`src/rtl/cmac_column_param.sv`:
```
// Column of N_PE chained multiply-accumulate stages with per-stage timing-error
// tolerance: errored products are either deferred one stage or dropped.
module cmac_column_param #(
  parameter int unsigned N_PE   = 4,
  parameter int unsigned A_W    = 8,
  parameter int unsigned W_W    = 8,
  parameter int unsigned PSUM_W = 24,
  parameter int unsigned CNT_W  = 16
) (
  input  logic                  clk,
  input  logic                  rst_n,
  input  logic                  weight_load,
  input  logic [N_PE*W_W-1:0]   weight_in,
  input  logic                  in_valid,
  input  logic [N_PE*A_W-1:0]   act_in,
  input  logic [PSUM_W-1:0]     psum_in,
  input  logic [N_PE-1:0]       err_flag,
  input  logic                  comp_en,
  input  logic                  err_cnt_clr,
  output logic                  out_valid,
  output logic [PSUM_W-1:0]     psum_out,
  output logic                  out_err,
  output logic [CNT_W-1:0]      err_cnt
);

  localparam int unsigned PROD_W = A_W + W_W;

  logic [N_PE-1:0][W_W-1:0]    w_q;
  logic [N_PE-1:0][A_W-1:0]    stage_act;
  logic [N_PE-1:0][PSUM_W-1:0] psum_q;
  logic [N_PE-1:0][PSUM_W-1:0] eprod_q;
  logic [N_PE-1:0]             valid_q;
  logic [N_PE-1:0]             err_q;
  logic [N_PE-1:0]             hit;

  // Shared weight registers; in-flight tokens see a reload in their later stages
  always_ff @(posedge clk or negedge rst_n) begin
    if (!rst_n) begin
      w_q <= '0;
    end else if (weight_load) begin
      w_q <= weight_in;
    end
  end

  for (genvar k = 0; k < N_PE; k++) begin : g_stage
    logic [PSUM_W-1:0] psum_prev;
    logic [PSUM_W-1:0] eprod_prev;
    logic              valid_prev;
    logic              err_prev;
    logic [PROD_W-1:0] prod;
    logic [PSUM_W-1:0] base;
    logic [PSUM_W-1:0] psum_r;
    logic [PSUM_W-1:0] eprod_r;
    logic              valid_r;
    logic              err_r;

    if (k == 0) begin : g_first
      assign psum_prev    = psum_in;
      assign eprod_prev   = '0;
      assign valid_prev   = in_valid;
      assign err_prev     = 1'b0;
      assign stage_act[k] = act_in[k*A_W +: A_W];
    end else begin : g_next
      logic [A_W-1:0] dly [k];

      assign psum_prev  = psum_q[k-1];
      assign eprod_prev = eprod_q[k-1];
      assign valid_prev = valid_q[k-1];
      assign err_prev   = err_q[k-1];

      // k-deep delay keeps this stage's activation aligned with its token
      always_ff @(posedge clk or negedge rst_n) begin
        if (!rst_n) begin
          for (int i = 0; i < k; i++) dly[i] <= '0;
        end else begin
          dly[0] <= act_in[k*A_W +: A_W];
          for (int i = 1; i < k; i++) dly[i] <= dly[i-1];
        end
      end

      assign stage_act[k] = dly[k-1];
    end

    assign prod   = PROD_W'(w_q[k]) * PROD_W'(stage_act[k]);
    assign base   = psum_prev + eprod_prev;
    assign hit[k] = valid_prev & err_flag[k];

    always_ff @(posedge clk or negedge rst_n) begin
      if (!rst_n) begin
        psum_r  <= '0;
        eprod_r <= '0;
        valid_r <= 1'b0;
        err_r   <= 1'b0;
      end else begin
        valid_r <= valid_prev;
        if (valid_prev) begin
          err_r <= err_prev | err_flag[k];
          if (!err_flag[k]) begin
            psum_r  <= base + PSUM_W'(prod);
            eprod_r <= '0;
          end else begin
            psum_r  <= base;
            eprod_r <= comp_en ? PSUM_W'(prod) : '0;
          end
        end
      end
    end

    assign psum_q[k]  = psum_r;
    assign eprod_q[k] = eprod_r;
    assign valid_q[k] = valid_r;
    assign err_q[k]   = err_r;
  end

  // Correction register folds in a product deferred by the last stage
  always_ff @(posedge clk or negedge rst_n) begin
    if (!rst_n) begin
      out_valid <= 1'b0;
      psum_out  <= '0;
      out_err   <= 1'b0;
    end else begin
      out_valid <= valid_q[N_PE-1];
      if (valid_q[N_PE-1]) begin
        psum_out <= psum_q[N_PE-1] + eprod_q[N_PE-1];
        out_err  <= err_q[N_PE-1];
      end
    end
  end

  // Saturating error-event counter; clear has priority
  always_ff @(posedge clk or negedge rst_n) begin
    if (!rst_n) begin
      err_cnt <= '0;
    end else if (err_cnt_clr) begin
      err_cnt <= '0;
    end else if ((|hit) && (err_cnt != {CNT_W{1'b1}})) begin
      err_cnt <= err_cnt + CNT_W'(1);
    end
  end

endmodule

```
`config.mk`:
```
export PLATFORM = sky130hd
export DESIGN_NAME = cmac_column_param
export DESIGN_NICKNAME = d
export VERILOG_FILES = /design/src/rtl/cmac_column_param.sv
export SDC_FILE = /design/constraint.sdc
export NUM_CORES = 1
export LEC_CHECK = 0
export ABC_AREA = 1
export BUFFER_PORTS_ARGS = -buffer_cell sky130_fd_sc_hd__buf_2
export CAP_MARGIN = 5
export CORE_MARGIN = 2
export CORE_UTILIZATION = 48
export DETAILED_ROUTE_END_ITERATION = 8
export SLEW_MARGIN = 20
export SYNTH_ARGS = -nofsm -noshare
export SYNTH_HDL_FRONTEND = slang
export SYNTH_SLANG_ARGS = --single-unit
```
`constraint.sdc`:
```
create_clock -name clk -period 11.1 [get_ports clk]
set_clock_uncertainty 0.1 [all_clocks]
set_input_delay 0.555 -clock clk [delete_from_list [all_inputs] [get_ports clk]]
set_output_delay 0.555 -clock clk [all_outputs]
set_load 0.005 [all_outputs]
```
==> report_table.html, run 1 <==
<table>
<tr><th>Metric</th><th>Value</th></tr>
<tr><th colspan="2">Run status</th></tr>
<tr><td>Run status</td><td>finished, final reports clean</td></tr>
<tr><th colspan="2">Die</th></tr>
<tr><td>Count of standard-cell rows</td><td>88</td></tr>
<tr><td>Number of primary I/O pins</td><td>140</td></tr>
<tr><td>Core Footprint</td><td>between 0.05 and 0.06 mm2</td></tr>
<tr><td>Width of the die</td><td>244 um</td></tr>
<tr><td>Overall die height</td><td>244 um</td></tr>
<tr><td>Die ar.</td><td>0.0597 mm2</td></tr>
<tr><td>Effective utilization at floorplan</td><td>48.3%</td></tr>
<tr><th colspan="2">CTS</th></tr>
<tr><td>TritonCTS clock tree</td><td>built</td></tr>
<tr><td>Clock transition at path regs</td><td>70 ps</td></tr>
<tr><td>Clock Sinks</td><td>290</td></tr>
<tr><td>Resized Gates After CTS</td><td>0</td></tr>
<tr><td>Clk buf depth</td><td>3</td></tr>
<tr><td>Number of buffers added by the clock tree synthesis step</td><td>36</td></tr>
<tr><td>Root Buffer</td><td>clkbuf_16</td></tr>
<tr><td>Deepest level of the CTS H-tree</td><td>2</td></tr>
<tr><td>Clock Latency Late Sink</td><td>approximately 550 ps</td></tr>
<tr><th colspan="2">STA</th></tr>
<tr><td>Actual transition at the worst max-transition pin</td><td>977 ps</td></tr>
<tr><td>Max-slew headroom</td><td>34.8%</td></tr>
<tr><td>RSZ-0062 raised after global routing</td><td>no</td></tr>
<tr><td>Period Utilization, post-route</td><td>54.7%</td></tr>
<tr><td>FMAX</td><td>between 0.15 and 0.2 GHz</td></tr>
<tr><td>Number of hold-slack violations in the final timing report</td><td>0</td></tr>
<tr><td>Final count of negative-setup-slack endpoints</td><td>0</td></tr>
<tr><td>Worst hold slack after final layout</td><td>36.8 ps</td></tr>
<tr><td>Pins over their slew limit</td><td>0</td></tr>
<tr><td>Post-layout minimum cycle time</td><td>approximately 6100 ps</td></tr>
<tr><td>Worst setup slack after layout</td><td>between 5000 and 6000 ps</td></tr>
<tr><td>Sum Neg Setup Slack</td><td>0 ps</td></tr>
<tr><th colspan="2">Detailed routing</th></tr>
<tr><td>Detail-routed via count per cell</td><td>~5</td></tr>
<tr><td>Routed metal-1 wirelength</td><td>31900 um</td></tr>
<tr><td>Wire per inst</td><td>14.9 um</td></tr>
<tr><td>1st-pass router iterations</td><td>5</td></tr>
<tr><td>Vias</td><td>23500</td></tr>
<tr><td>Antenna-violating nets left</td><td>0</td></tr>
<tr><td>DRC violations left</td><td>0</td></tr>
<tr><td>Wire length on met3</td><td>2710 um</td></tr>
<tr><td>Total Wirelength</td><td>68700 um</td></tr>
<tr><td>Detailed Route Iter0 Violations</td><td>about 1300</td></tr>
<tr><td>Met2 WL post-DR</td><td>32500 um</td></tr>
<tr><td>Highest Signal Layer</td><td>met5</td></tr>
<tr><th colspan="2">Pwr</th></tr>
<tr><td>Fraction of power spent switching nets</td><td>52.7%</td></tr>
<tr><td>Leakage Power</td><td>about 17 nW</td></tr>
<tr><td>Clock network fraction of design power</td><td>11.8%</td></tr>
<tr><td>Switching power</td><td>5.44 mW</td></tr>
<tr><td>Logic gate share of total power</td><td>73.0%</td></tr>
<tr><td>Share of total power in sequential cells</td><td>15.2%</td></tr>
<tr><td>Internal power summed over all cells</td><td>4.88 mW</td></tr>
<tr><td>Power Density</td><td>approximately 340 mW/mm2</td></tr>
<tr><td>Largest voltage drop on the vdd net</td><td>0.223 mV</td></tr>
<tr><th colspan="2">GRT</th></tr>
<tr><td>GRT overflow</td><td>0</td></tr>
<tr><td>Via count of the first global-routing pass</td><td>about 23000</td></tr>
<tr><td>All-Layer GR Usage</td><td>23.5%</td></tr>
<tr><td>Wire length of the first global-routing pass</td><td>114000 um</td></tr>
<tr><td>Maximum number of pins on one net before global-route repair</td><td>127</td></tr>
<tr><td>Number of antenna violations at the first check in global routing</td><td>2</td></tr>
<tr><th colspan="2">Worst setup path</th></tr>
<tr><td>CP Max Fanout</td><td>9</td></tr>
<tr><td>Worst setup SP type</td><td>flip-flop</td></tr>
<tr><td>Critical setup path kind</td><td>reg2reg</td></tr>
<tr><td>Arrival @ worst endpoint</td><td>6380 ps</td></tr>
<tr><td>Crit end category</td><td>flip-flop</td></tr>
<tr><td>Worst Path Required</td><td>11410 ps</td></tr>
<tr><th colspan="2">Layout</th></tr>
<tr><td>Antenna diodes</td><td>0</td></tr>
<tr><td>Share of post-route cells with drive strength above 1</td><td>8.07%</td></tr>
<tr><td>Relative area change from synthesis to final layout</td><td>9.91%</td></tr>
<tr><td>Total non-filler cell area in the finished layout</td><td>0.0305 mm2</td></tr>
<tr><td>Final Net Count</td><td>4356</td></tr>
<tr><th colspan="2">Yosys</th></tr>
<tr><td>Dominant cells by area after synthesis</td><td>dfrtp_1 26%, nand2_1 13%, ha_1 12%</td></tr>
<tr><td>Cell area after synthesis</td><td>about 0.028 mm2</td></tr>
<tr><td>Number of flip-flops and latches in the synthesized netlist</td><td>290</td></tr>
<tr><td>Leading area contributor after synthesis</td><td>dfrtp_1</td></tr>
<tr><td>Syn Nets</td><td>4259</td></tr>
<tr><td>Most used standard cell by instance count after synthesis</td><td>nand2_1</td></tr>
<tr><td>Syn Area/Cell</td><td>7.42 um2</td></tr>
<tr><td>Yosys synthesis warning count</td><td>0</td></tr>
<tr><td>Fraction of synthesis flops using an asynchronous set or reset pin</td><td>100%</td></tr>
<tr><td>Count of flip-flops with a built-in enable after synthesis</td><td>0</td></tr>
<tr><td>Main synth FF type</td><td>dfrtp_1</td></tr>
<tr><td>Top-area cell type share of the netlist area</td><td>26.2%</td></tr>
<tr><td>Most instantiated cells after synthesis</td><td>966 x nand2_1, 705 x inv_1, 290 x dfrtp_1</td></tr>
<tr><td>Number of library cell types mapped by synthesis</td><td>57</td></tr>
<tr><td>Proportion of synthesized chip area in sequential cells</td><td>26.2%</td></tr>
<tr><td>Cell count after synthesis</td><td>3735</td></tr>
<tr><th colspan="2">Placed design</th></tr>
<tr><td>Routability Congestion</td><td>0.933</td></tr>
<tr><td>Number of buffers added on ports</td><td>139</td></tr>
<tr><td>DP Wirelength</td><td>54900 um</td></tr>
<tr><td>Area of placed instances</td><td>0.0290 mm2</td></tr>
<tr><td>Post-place setup slack</td><td>4820 ps</td></tr>
<tr><th colspan="2">Flow run</th></tr>
<tr><td>Max-capacitance violation count</td><td>0</td></tr>
<tr><th colspan="2">Worst hold path</th></tr>
<tr><td>Hold Path Class</td><td>in2reg</td></tr>
</table>
==> cells in the final DEF (no fill, tap or decap), types with 34 or more instances in the layout <==
master | netlist | final
nor2_1 | 174 | 174
a21oi_1 | 221 | 221
nand2_1 | 966 | 966
xnor2_1 | 55 | 55
fa_1 | 152 | 152
xor2_1 | 74 | 74
buf_2 | 9 | 138
nand4_1 | 38 | 38
nand3_1 | 166 | 166
clkbuf_16 | 0 | 37
inv_1 | 705 | 705
a22o_1 | 34 | 34
o21ai_0 | 177 | 177
dfrtp_1 | 290 | 290
ha_1 | 274 | 274
==> worst max-delay path, stage by stage (launching register included) <==
cell and delay, ps:
dfrtp_1 550, nand2_1 140, fa_1 540, fa_1 550
inv_1 50, fa_1 470, inv_1 50, fa_1 470
inv_1 40, ha_1 320, a21oi_1 180, o21ai_0 90
a21oi_1 190, o21ai_0 150, a21o_1 180, a21oi_1 160
nand2_1 90, and2_1 160, ha_1 330, nand2_1 100
nor2_1 130, nand2_1 60, inv_1 70, nand4_1 100
a31oi_1 360, nand3_1 120, nand3b_1 100, o21ai_0 90
==> path summary, 6_finish.rpt <==
path,startpoint,to,slack [ps],cells after the start
worst max-delay path,w_q[5]$_DFFE_PN0P_,g_stage[0].psum_r[23]$_DFFE_PN0P_,5030,27
worst min-delay path,act_in[16],g_stage[2].g_next.dly[8]$_DFF_PN0_,40,1
worst max register to register,w_q[5]$_DFFE_PN0P_,g_stage[0].psum_r[23]$_DFFE_PN0P_,5030,27
worst min register to register,g_stage[3].g_next.dly[9]$_DFF_PN0_,g_stage[3].g_next.dly[1]$_DFF_PN0_,240,0
max in group asynchronous,rst_n,w_q[11]$_DFFE_PN0P_,8320,4
min in group asynchronous,rst_n,psum_out[17]$_DFFE_PN0P_,550,2
==> area by class of cell <==
cell class | count | area [um2]
fill | 5642 | 26900
timing repair buffer | 172 | 1020
tap | 765 | 957
sequential | 290 | 7260
clock buffer | 49 | 1030
multi-input combinational | 2616 | 17300
inverter | 716 | 2690
clock inverter | 12 | 171
==> power by group through the flow <==
stage               clock network (mW)  logic (mW)  registers [mW]
finish                            1.21        7.54            1.57
global route                      1.29        8.61            1.60
CTS                               1.25        7.52            1.57
detailed placement                   0        7.46            1.58
global placement                     0        7.47            1.58
floorplan                            0        5.84            1.47
==> timing repair <==
item,CTS,global route
buffers inserted,0,0
endpoints found under the hold margin,73,0
endpoints found under the setup margin,0,0
hold buffers,23,0
==> sequential cells by signal, indices dropped and copies added, names as in the netlist <==
signal              count
g_stage.err_r           4
psum_out               24
out_err                 1
g_stage.g_next.dly     48
err_cnt                16
g_stage.psum_r         96
g_stage.valid_r         4
g_stage.eprod_r        64
w_q                    32
out_valid               1
==> cell families (layout without fill, tap and decap cells) <==
group           count (synthesis)  in the layout  synth area share [%]
fa+ha+maj                     426            426                  23.3
mux                            32             32                  1.30
simple gates                 1457           1457                  22.0
flops                         290            290                  26.2
buf+inv                       829            949                  11.3
compound gates                572            572                  11.8
xor+xnor                      129            129                  4.07
==> metrics by stage <==
stage	instances	power, mW	utilization [%]
final	4620	10.3	53.1
after global routing	4620	11.5	53.1
after CTS	4620	10.3	53.1
after detailed placement	4536	9.05	50.6
after global placement	4536	9.05	50.6
after floorplan	3735	7.30	-
==> per-layer routing <==
layer | track usage (%) | vias to the layer above
met5 | 0 | -
met4 | 6.01 | 2
met3 | 3.01 | 89
met2 | 39.8 | 394
met1 | 31.8 | 11000
li1 | - | 12000
No activity file was read; power rests on OpenSTA's default activity.
==> run 2: changes to the inputs <==
--- a/config.mk
+++ b/config.mk
@@ -5,12 +5,13 @@
 export SDC_FILE = /design/constraint.sdc
 export NUM_CORES = 1
 export LEC_CHECK = 0
-export ABC_AREA = 1
+export ABC_AREA = 0
 export BUFFER_PORTS_ARGS = -buffer_cell sky130_fd_sc_hd__buf_2
 export CAP_MARGIN = 5
 export CORE_MARGIN = 2
 export CORE_UTILIZATION = 48
 export DETAILED_ROUTE_END_ITERATION = 8
+export PLACE_DENSITY = 0.68
 export SLEW_MARGIN = 20
 export SYNTH_ARGS = -nofsm -noshare
 export SYNTH_HDL_FRONTEND = slang
==> constraint.sdc (replaced) <==
create_clock -name clk -period 5 [get_ports clk]
set_clock_uncertainty 0.1 [all_clocks]
set_input_delay 0.25 -clock clk [delete_from_list [all_inputs] [get_ports clk]]
set_output_delay 0.25 -clock clk [all_outputs]
set_load 0.005 [all_outputs]
==> report_table.html, run 2 <==
<table>
<tr><th>Metric</th><th>Value</th></tr>
<tr><th colspan="2">Die</th></tr>
<tr><td>Effective utilization at floorplan</td><td>48.7% (was 48.3%)</td></tr>
<tr><td>Number of primary I/O pins</td><td>140 (unchanged)</td></tr>
<tr><td>Overall die height</td><td>235 um (was 244 um)</td></tr>
<tr><td>Width of the die</td><td>235 um (was 244 um)</td></tr>
<tr><td>Count of standard-cell rows</td><td>84 (was 88)</td></tr>
<tr><td>Core Footprint</td><td>0.0527 mm2 (was 0.0574 mm2)</td></tr>
<tr><td>Die ar.</td><td>0.0553 mm2 (was 0.0597 mm2)</td></tr>
<tr><th colspan="2">STA</th></tr>
<tr><td>Max-slew headroom</td><td>42.9% (was 34.8%)</td></tr>
<tr><td>FMAX</td><td>0.167 GHz (was 0.165 GHz)</td></tr>
<tr><td>Actual transition at the worst max-transition pin</td><td>856 ps (was 977 ps)</td></tr>
<tr><td>Number of hold-slack violations in the final timing report</td><td>0 (unchanged)</td></tr>
<tr><td>RSZ-0062 raised after global routing</td><td>yes (was no)</td></tr>
<tr><td>Pins over their slew limit</td><td>0 (unchanged)</td></tr>
<tr><td>Worst setup slack after layout</td><td>-993 ps (was 5030 ps)</td></tr>
<tr><td>Sum Neg Setup Slack</td><td>-31860 ps (was 0 ps)</td></tr>
<tr><td>Post-layout minimum cycle time</td><td>5990 ps (was 6070 ps)</td></tr>
<tr><td>Final count of negative-setup-slack endpoints</td><td>57 (was 0)</td></tr>
<tr><td>Period Utilization, post-route</td><td>120% (was 54.7%)</td></tr>
<tr><th colspan="2">Worst setup path</th></tr>
<tr><td>Critical setup path kind</td><td>reg2reg (unchanged)</td></tr>
<tr><td>Worst setup SP type</td><td>flip-flop (unchanged)</td></tr>
<tr><td>Top cell by count, worst path</td><td>a21oi_2</td></tr>
<tr><td>Cell at the slowest stage of the critical path</td><td>fa_1 (was dfrtp_1)</td></tr>
<tr><td>Arrival @ worst endpoint</td><td>6330 ps (was 6380 ps)</td></tr>
<tr><td>CP cell instances</td><td>and2_4, fa_2, fa_1, inv_2, fa_1, fa_1, inv_2, ha_4, a21oi_2, o21bai_1, a21oi_2, o21ai_2, a41o_1, nor2_2, xnor2_2, ha_4, and3_1, a21oi_2, o211ai_1, a21oi_2, or4_4, or3_1, a221o_1</td></tr>
<tr><td>Crit end category</td><td>flip-flop (unchanged)</td></tr>
<tr><td>Largest incremental delay on the critical path</td><td>560 ps (was 550 ps)</td></tr>
<tr><td>Worst Path Required</td><td>5340 ps (was 11410 ps)</td></tr>
<tr><td>CP Max Fanout</td><td>7 (was 9)</td></tr>
<tr><th colspan="2">Yosys</th></tr>
<tr><td>Syn Area/Cell</td><td>9.43 um2 (was 7.42 um2)</td></tr>
<tr><td>Leading area contributor after synthesis</td><td>dfrtp_1 (unchanged)</td></tr>
<tr><td>Count of flip-flops with a built-in enable after synthesis</td><td>0 (unchanged)</td></tr>
<tr><td>Proportion of synthesized chip area in sequential cells</td><td>28.3% (was 26.2%)</td></tr>
<tr><td>Syn Nets</td><td>3245 (was 4259)</td></tr>
<tr><td>Dominant cells by area after synthesis</td><td>dfrtp_1 28%, ha_1 13%, fa_1 12% (was dfrtp_1 26%, nand2_1 13%, ha_1 12%)</td></tr>
<tr><td>Number of library cell types mapped by synthesis</td><td>73 (was 57)</td></tr>
<tr><td>Number of flip-flops and latches in the synthesized netlist</td><td>290 (unchanged)</td></tr>
<tr><td>Main synth FF type</td><td>dfrtp_1 (unchanged)</td></tr>
<tr><td>Most used standard cell by instance count after synthesis</td><td>dfrtp_1 (was nand2_1)</td></tr>
<tr><td>Cell count after synthesis</td><td>2721 (was 3735)</td></tr>
<tr><td>Top-area cell type share of the netlist area</td><td>28.3% (was 26.2%)</td></tr>
<tr><td>Most instantiated cells after synthesis</td><td>290 x dfrtp_1, 274 x ha_1, 257 x inv_1 (was 966 x nand2_1, 705 x inv_1, 290 x dfrtp_1)</td></tr>
<tr><td>Yosys synthesis warning count</td><td>0 (unchanged)</td></tr>
<tr><td>Fraction of synthesis flops using an asynchronous set or reset pin</td><td>100% (unchanged)</td></tr>
<tr><td>Cell area after synthesis</td><td>0.0257 mm2 (was 0.0277 mm2)</td></tr>
<tr><th colspan="2">Layout</th></tr>
<tr><td>Highest-count cells in the layout ignoring fill and taps</td><td>328 x buf_4, 260 x dfrtp_1, 230 x inv_1, 225 x ha_1, 197 x and2_1 (was 966 x nand2_1, 705 x inv_1, 290 x dfrtp_1, 274 x ha_1, 221 x a21oi_1)</td></tr>
<tr><td>Share of post-route cells with drive strength above 1</td><td>30.1% (was 8.07%)</td></tr>
<tr><td>Storage cell area</td><td>0.00729 mm2 (was 0.00726 mm2)</td></tr>
<tr><td>Register with the highest flop count</td><td>g_stage.psum_r (unchanged)</td></tr>
<tr><td>Commonest non-fill, non-tap cell in the layout</td><td>buf_4 (was nand2_1)</td></tr>
<tr><td>Relative area change from synthesis to final layout</td><td>32.6% (was 9.91%)</td></tr>
<tr><td>Antenna diodes</td><td>0 (unchanged)</td></tr>
<tr><td>Flip-flop count of the largest register, all copies and words added</td><td>96 (unchanged)</td></tr>
<tr><td>Fill cell count</td><td>4130 (was 5642)</td></tr>
<tr><td>Biggest regs</td><td>g_stage.psum_r: 96 flops, g_stage.eprod_r: 64 flops, g_stage.g_next.dly: 48 flops (unchanged)</td></tr>
<tr><td>Final core utilization</td><td>64.6% (was 53.1%)</td></tr>
<tr><td>Final Net Count</td><td>3804 (was 4356)</td></tr>
<tr><td>Multi-input combinational cell area</td><td>0.0193 mm2 (was 0.0173 mm2)</td></tr>
<tr><th colspan="2">GRT</th></tr>
<tr><td>Number of antenna violations at the first check in global routing</td><td>0 (was 2)</td></tr>
<tr><td>GRT overflow</td><td>0 (unchanged)</td></tr>
<tr><td>Maximum number of pins on one net before global-route repair</td><td>108 (was 127)</td></tr>
<tr><td>All-Layer GR Usage</td><td>22.7% (was 23.5%)</td></tr>
<tr><td>Wire length of the first global-routing pass</td><td>106000 um (was 114000 um)</td></tr>
<tr><td>Via count of the first global-routing pass</td><td>22400 (was 22800)</td></tr>
<tr><th colspan="2">CTS</th></tr>
<tr><td>Deepest level of the CTS H-tree</td><td>2 (unchanged)</td></tr>
<tr><td>TritonCTS clock tree</td><td>built (unchanged)</td></tr>
<tr><td>Clock transition at path regs</td><td>60 ps (was 70 ps)</td></tr>
<tr><td>Clock Sinks</td><td>290 (unchanged)</td></tr>
<tr><td>Root Buffer</td><td>clkbuf_16 (unchanged)</td></tr>
<tr><td>Number of buffers added by the clock tree synthesis step</td><td>36 (unchanged)</td></tr>
<tr><td>Clk buf depth</td><td>3 (unchanged)</td></tr>
<tr><td>Clock Latency Late Sink</td><td>550 ps (about the same)</td></tr>
<tr><th colspan="2">Placed design</th></tr>
<tr><td>Number of buffers added on ports</td><td>139 (unchanged)</td></tr>
<tr><td>DP Wirelength</td><td>48000 um (was 54900 um)</td></tr>
<tr><td>Post-place setup slack</td><td>-1120 ps (was 4820 ps)</td></tr>
<tr><td>Routability Congestion</td><td>0.884 (was 0.933)</td></tr>
<tr><th colspan="2">Detailed routing</th></tr>
<tr><td>Total Wirelength</td><td>63600 um (was 68700 um)</td></tr>
<tr><td>1st-pass router iterations</td><td>7 (was 5)</td></tr>
<tr><td>Detailed Route Iter0 Violations</td><td>1105 (was 1304)</td></tr>
<tr><td>Vias</td><td>21500 (was 23500)</td></tr>
<tr><td>Detail-routed via count per cell</td><td>5.38 (was 5.08)</td></tr>
<tr><td>Antenna-violating nets left</td><td>0 (unchanged)</td></tr>
<tr><td>Wire per inst</td><td>15.9 um (was 14.9 um)</td></tr>
<tr><td>DRC violations left</td><td>0 (unchanged)</td></tr>
<tr><th colspan="2">Worst hold path</th></tr>
<tr><td>Hold Path Class</td><td>in2reg (unchanged)</td></tr>
<tr><th colspan="2">Flow run</th></tr>
<tr><td>Max-capacitance violation count</td><td>0 (unchanged)</td></tr>
<tr><th colspan="2">Run status</th></tr>
<tr><td>Violated checks</td><td>negative setup slack</td></tr>
<tr><td>Run status</td><td>complete, but fails checks (was finished, final reports clean)</td></tr>
</table>
run 2: cell count changes in the layout (fill, tap and decap cells not counted), sizes merged, moves of 39 or more:
cell	change
xnor2	+71
nand3	-127
buf	+356
mux2	+39
nand2	-855
and3	+41
dlygate4sd3	+58
o21ai	-117
inv	-450
and2	+218
run 2: worst paths after layout:
check / startpoint / to / slack [ps] / depth (start not counted)
max in group asynchronous: rst_n / w_q[9]$_DFFE_PN0P_ / 3400 / 3
min: psum_in[13] / g_stage[0].psum_r[13]$_DFFE_PN0P_ / 40 / 4
max: w_q[27]$_DFFE_PN0P_ / g_stage[3].psum_r[23]$_DFFE_PN0P_ / -990 / 23
min in group asynchronous: rst_n / out_valid$_DFF_PN0_ / 200 / 2
min reg2reg: g_stage[2].g_next.dly[9]$_DFF_PN0_ / g_stage[2].g_next.dly[1]$_DFF_PN0_ / 250 / 0
max reg2reg: w_q[27]$_DFFE_PN0P_ / g_stage[3].psum_r[23]$_DFFE_PN0P_ / -990 / 23
run 2: final cells by class:
class / count / area share [%]
multi-input cells: 2108 / 56.6
flip-flops and latches: 290 / 21.4
repair buffers: 586 / 13.0
clock buffers: 50 / 3.10
inverters: 258 / 2.85
well taps: 688 / 2.53
clock inverters: 16 / 0.460
run 2: layer usage:
metal,vias to the layer above,GRT usage (%),wire length [um]
met5,-,0,0
met4,0,8.21,2080
met3,119,2.57,1790
met2,340,41.4,32500
met1,10500,27.4,27200
li1,10600,-,-
run 2: cell families (layout without fill, tap and decap cells):
group	after synthesis	in the layout	synth area share (%)
adder cells (fa/ha/maj)	426	426	25.2
flip-flops	290	290	28.3
AO/OA/AOI/OAI	581	581	14.9
buffers and inverters	323	910	4.73
AND/OR/NAND/NOR	822	822	16.5
multiplexers	88	88	3.78
XOR/XNOR	191	191	6.55
run 2: what timing repair did:
item                                   4_1_cts  5_1_grt
resized for setup                          216      159
gates cloned                                 0        0
endpoints found under the hold margin      190        0
hold buffers                                81        0
setup endpoints to repair                   60       61
pin swaps                                  145      126
setup buffers                               57       28
run 2: stage by stage:
stage,cell area (um2),hold slack [ps],cells
detailed placement,29700,235,3784
floorplan,26100,-146,2721
global placement,29700,226,3784
global route,34000,66.5,3996
CTS,33200,18.0,3982
finish,34000,43.4,3996
run 2: worst max-delay path, delay by kind of cell (launching register included):
kind	cells	cell delay, ps
compound gates	9	1350
xor+xnor	1	190
fa+ha+maj	6	2500
buf+inv	2	90
flops	1	460
simple gates	5	1180
Power of run 2 is left out: the tool's default activity adds up to more than one toggle a clock period on the data nets, which glitch-free logic cannot reach.
